[src/rtl/result_collect_buffer.sv]
// Gathers the NxN bottom-edge systolic results per lane, then drains them row-major over valid/ready.
// Drain starts the cycle after the last lane write; out_ready_i low holds data. Optional ReLU on drain: RESULT_RELU_EN.
module result_collect_buffer #(
  parameter int N          = 8,
  parameter int DATA_WIDTH = 32
) (
  input  logic                             clk_i,
  input  logic                             rst_i,
  input  logic                             start_i,
  input  logic [0:N-1][DATA_WIDTH-1:0]     lane_data_i,
  input  logic [N-1:0]                     lane_valid_i,
  output logic [DATA_WIDTH-1:0]            out_data_o,
  output logic                             out_valid_o,
  input  logic                             out_ready_i,
  output logic                             out_last_o,
  output logic                             busy_o,
  output logic                             done_o,
  output logic                             overflow_o
);

  localparam int CW = $clog2(N + 1);
  localparam int AW = $clog2(N * N);
  localparam logic [CW-1:0] CNT_FULL  = CW'(N);
  localparam logic [AW-1:0] LAST_ADDR = AW'(N * N - 1);

  typedef enum logic [1:0] {S_IDLE, S_COLLECT, S_DRAIN, S_DONE} state_t;

  state_t                r_state;
  logic [CW-1:0]         r_cnt [N];
  logic [AW-1:0]         r_rd_addr;
  logic                  r_overflow;
  logic [DATA_WIDTH-1:0] r_mem [N*N];

  logic [N-1:0]          w_full;
  logic [N-1:0]          w_wr;
  logic [AW-1:0]         w_waddr [N];
  logic                  w_all_full;
  logic                  w_hs;
  logic                  w_last;
  logic [DATA_WIDTH-1:0] w_rd_word;

  always_comb begin
    for (int j = 0; j < N; j++) begin
      w_full[j]  = (r_cnt[j] == CNT_FULL);
      w_wr[j]    = (r_state == S_COLLECT) && lane_valid_i[j] && !w_full[j];
      w_waddr[j] = AW'(r_cnt[j]) * AW'(N) + AW'(j);
    end
  end

  assign w_all_full = &w_full;
  assign w_last     = (r_rd_addr == LAST_ADDR);
  assign w_hs       = out_valid_o && out_ready_i;
  assign w_rd_word  = r_mem[r_rd_addr];

  // Buffer is deliberately unreset; only locations written in a complete run are ever drained.
  always_ff @(posedge clk_i) begin
    for (int j = 0; j < N; j++) begin
      if (w_wr[j]) r_mem[w_waddr[j]] <= lane_data_i[j];
    end
  end

  always_ff @(posedge clk_i) begin
    if (rst_i) begin
      r_state    <= S_IDLE;
      r_rd_addr  <= '0;
      r_overflow <= 1'b0;
      for (int j = 0; j < N; j++) r_cnt[j] <= '0;
    end else begin
      case (r_state)
        S_IDLE, S_DONE: begin
          if (start_i) begin
            r_state    <= S_COLLECT;
            r_rd_addr  <= '0;
            r_overflow <= 1'b0;
            for (int j = 0; j < N; j++) r_cnt[j] <= '0;
          end
        end
        S_COLLECT: begin
          for (int j = 0; j < N; j++) begin
            if (w_wr[j]) r_cnt[j] <= r_cnt[j] + CW'(1);
            else if (lane_valid_i[j] && w_full[j]) r_overflow <= 1'b1;
          end
          // Registered counts: the move happens the cycle after the final write.
          if (w_all_full) r_state <= S_DRAIN;
        end
        S_DRAIN: begin
          if (w_hs) begin
            if (w_last) begin
              r_state   <= S_DONE;
              r_rd_addr <= '0;
            end else begin
              r_rd_addr <= r_rd_addr + AW'(1);
            end
          end
        end
        default: r_state <= S_IDLE;
      endcase
    end
  end

  assign out_valid_o = (r_state == S_DRAIN);
  assign out_last_o  = out_valid_o && w_last;
  assign busy_o      = (r_state == S_COLLECT) || (r_state == S_DRAIN);
  assign done_o      = (r_state == S_DONE);
  assign overflow_o  = r_overflow;

`ifdef RESULT_RELU_EN
  assign out_data_o = w_rd_word[DATA_WIDTH-1] ? '0 : w_rd_word;
`else
  assign out_data_o = w_rd_word;
`endif

endmodule

[config.mk]
export PLATFORM = sky130hd
export DESIGN_NAME = result_collect_buffer
export DESIGN_NICKNAME = d
export VERILOG_FILES = /design/src/rtl/result_collect_buffer.sv
export SDC_FILE = /design/constraint.sdc
export NUM_CORES = 2
export LEC_CHECK = 0
export BUFFER_PORTS_ARGS = -buffer_cell sky130_fd_sc_hd__buf_2
export CAP_MARGIN = 20
export CORE_MARGIN = 2
export CORE_UTILIZATION = 25
export CTS_CLUSTER_DIAMETER = 30
export DETAILED_ROUTE_END_ITERATION = 7
export PLACE_DENSITY_LB_ADDON = 0.1
export SLEW_MARGIN = 25
export SYNTH_ARGS = -nofsm -noshare
export SYNTH_HDL_FRONTEND = slang
export SYNTH_SLANG_ARGS = --single-unit
export TNS_END_PERCENT = 10
[constraint.sdc]
create_clock -name clk_i -period 4.4 [get_ports clk_i]
set_input_delay 0.44 -clock clk_i [delete_from_list [all_inputs] [get_ports clk_i]]
set_output_delay 0.44 -clock clk_i [all_outputs]
set_load 0.005 [all_outputs]
==> metrics <==
outcome=finished, final reports clean; final setup fails=0; CP max-delay cell=dfxtp_4; vias in the first global route=49200; IO Pins=305; core area=321000 um2; grt ovf=0; DRT iter0 DRCs=5095; CTS Buffer Depth=4; critical path required time=3960 ps; Pleak=36.5 nW; Slew Limit Fails=0; RSZ-0062 raised after global routing=true; CTS root buf=clkbuf_16; Routability Congestion=0.754; min cycle time layout=4330 ps; Peak VDD IR=0.000330 V; vias post-DR=47000; Setup Skew=88.0 ps; final hold violation count=0; largest net degree at the start of global routing=60; fmax=231 MHz; wire per inst=37.9 um; async set or reset register ratio after synthesis=0%; # H-tree levels=6; Chip Width=571 um; Synth cell types=54; syn avg cell area=22.2 um2; Port Buffer Count=304; sequential area share after synthesis=78.0%; Worst Tran Pin Value=1010 ps; Yosys top cell area share=77.6%; die area=326000 um2; synthesis-stage register bit count=2095; Overall Global Routing Usage=21.9%; Clock transition at path regs=40 ps; clk sinks=2095; die height=571 um; critical path type=reg2out; post-route ant nets=0; cell taking the most area after synthesis=edfxtp_1; EDFF count, synth=2076; # rows=208; slew margin rel.=32.7%; leading post-synthesis cells by cell area=edfxtp_1 78%, mux4_2 14%, mux2i_1 1.1%, a221oi_1 0.82%, a22o_1 0.50%; synthesized cell area=80400 um2; post-DR vias/cell=4.90; CP max FO=52; ys flop type=edfxtp_1; initial antenna violation count=68; drt pass-1 iters=5; Post-route DRC=0; Critical Path, Cell by Cell=buf_12, buf_16, mux4_2, a22o_1, a221oi_1, a221oi_1, buf_2, buf_4, buf_2; Placed Area=89600 um2; final hold slack=88.4 ps; first-pass GRT wire length=475000 um; YS warnings=0; max_cap viols=0; layout net count=5105; Hold Path Class=in2reg; R2R setup slack=1410 ps; CTS tree=built; starting density of the core=25.1%; post-route cell area=112000 um2; Power per Cell Area=641 nW/um2; Area Overhead vs Synth=38.9%; CP Data Arrival Time=3890 ps; insertion delay to the later sink of the worst-skew pair=1010 ps; Critical Path Sink Type=output port; ratio of cells with drive above 1 in the final layout=38.0%; Num CTS Buffers=563; Syn Nets=3903; worst stage delay on the critical path=680 ps; Tcrit/Tclk final=98.4%; crit start category=register; Syn Inst Count=3615; wirelength, routed=363000 um; dpl hpwl=215000 um
state kept, by name, indices dropped and copies added, names as in the netlist, named ones only:
register,cells
overflow_o,1
r_state,2
r_cnt,32
r_rd_addr,6
r_mem,2048
stage by stage:
step | setup slack [ps] | util [%] | TNS [ps] | power, W | std cells
6_report | 70.7 | 34.8 | 0 | 0.0716 | 9585
5_1_grt | -38.9 | 34.8 | -62.6 | 0.0737 | 9578
3_3_place_gp | 494 | 27.9 | 0 | 0.0308 | 8278
4_1_cts | -92.1 | 34.8 | -443 | 0.0722 | 9565
2_1_floorplan | 526 | - | 0 | 0.0275 | 3615
3_5_place_dp | 891 | 27.9 | 0 | 0.0308 | 8280
power by group:
| group | internal (W) | switching [W] |
|---|---|---|
| sequential | 0.0229 | 0.000308 |
| combinational | 0.00302 | 0.00439 |
| clock | 0.0280 | 0.0130 |
| total | 0.0539 | 0.0177 |
layout make-up:
class                   count  area, um2
fillers                 30300     209000
well taps                4305       5390
repair buffers            835       7220
clock inverters           371       4660
clock buffers             646      14600
diodes                     11       27.5
inverters                  30        113
multi-input cells        1292      16900
flip-flops and latches   2095      62700
repair_timing:
item	in CTS	in global routing
hold endpoints to repair	2071	0
hold buffers	266	0
buffers inserted	2	9
resized for setup	2	2
endpoints found under the setup margin	11	18
worst paths after layout:
path / from / endpoint / cells after the start
setup / recovery: register / out_data_o[19] / 9
hold / removal: lane_valid_i[0] / r_cnt[0][1] / 4
hold reg to reg: r_cnt[0][3] / r_cnt[0][3] / 2
setup reg to reg: r_state[0] / r_mem[16][22] / 6
layout by cell type, fill, tap and decap left out, drive strengths merged, types with 20 or more instances in the layout:
cell         count
buf            569
o22ai           63
nand2           73
ha              20
inv             48
nand2b          21
a22oi           23
o221ai          31
clkbuf         646
clkinv         239
nor2           102
dlygate4sd3    266
edfxtp        2076
bufinv          72
clkinvlp        42
mux2i           90
nor3            37
nand3           25
mux4           484
a21oi           45
a22o            46
a221oi          75
layer usage:
layer  wire length (um)  global-route usage [%]  share of wire, %
met2             176000                    36.4                48
met5                 54                       0             0.015
met4               8700                    5.42               2.4
met1             159000                    29.9                44
met3              19400                    3.52               5.3
critical path: cells and delay by family (launching register included):
family,cells,cell delay (ps)
AO/OA/AOI/OAI,3,680
multiplexers,1,390
buffers and inverters,5,1030
flip-flops,1,680
synth_stat cells (all sizes together), types with 3 or more instances:
cell     number
edfxtp     2076
mux4        484
buf         130
nor2        102
mux2i        90
a221oi       75
nand2        73
clkbuf       68
o22ai        63
a22o         46
a21oi        45
nor3         37
o221ai       31
inv          30
nand3        25
a22oi        23
nand2b       21
ha           20
dfxtp        19
o21ai        18
nand4        16
a31oi        15
nor2b        13
xor2         12
nand3b       10
xnor2         8
and2          7
nor3b         7
and3          5
and4          5
mux2          5
or2           5
a311oi        4
a221o         3
a41oi         3
o2bb2ai       3
o31ai         3
logic make-up (layout without fill, tap and decap cells):
family	count (synthesis)	in the layout	share of synthesized area, %
AND/OR/NAND/NOR	331	331	1.98
adder cells (fa/ha/maj)	20	20	0.311
XOR/XNOR	20	20	0.218
AO/OA/AOI/OAI	342	342	3.14
multiplexers	579	579	14.8
flip-flops	2095	2095	78.0
buffers and inverters	228	1882	1.56
other	0	11	0
Note: power is estimated with default switching activity, not from simulation.
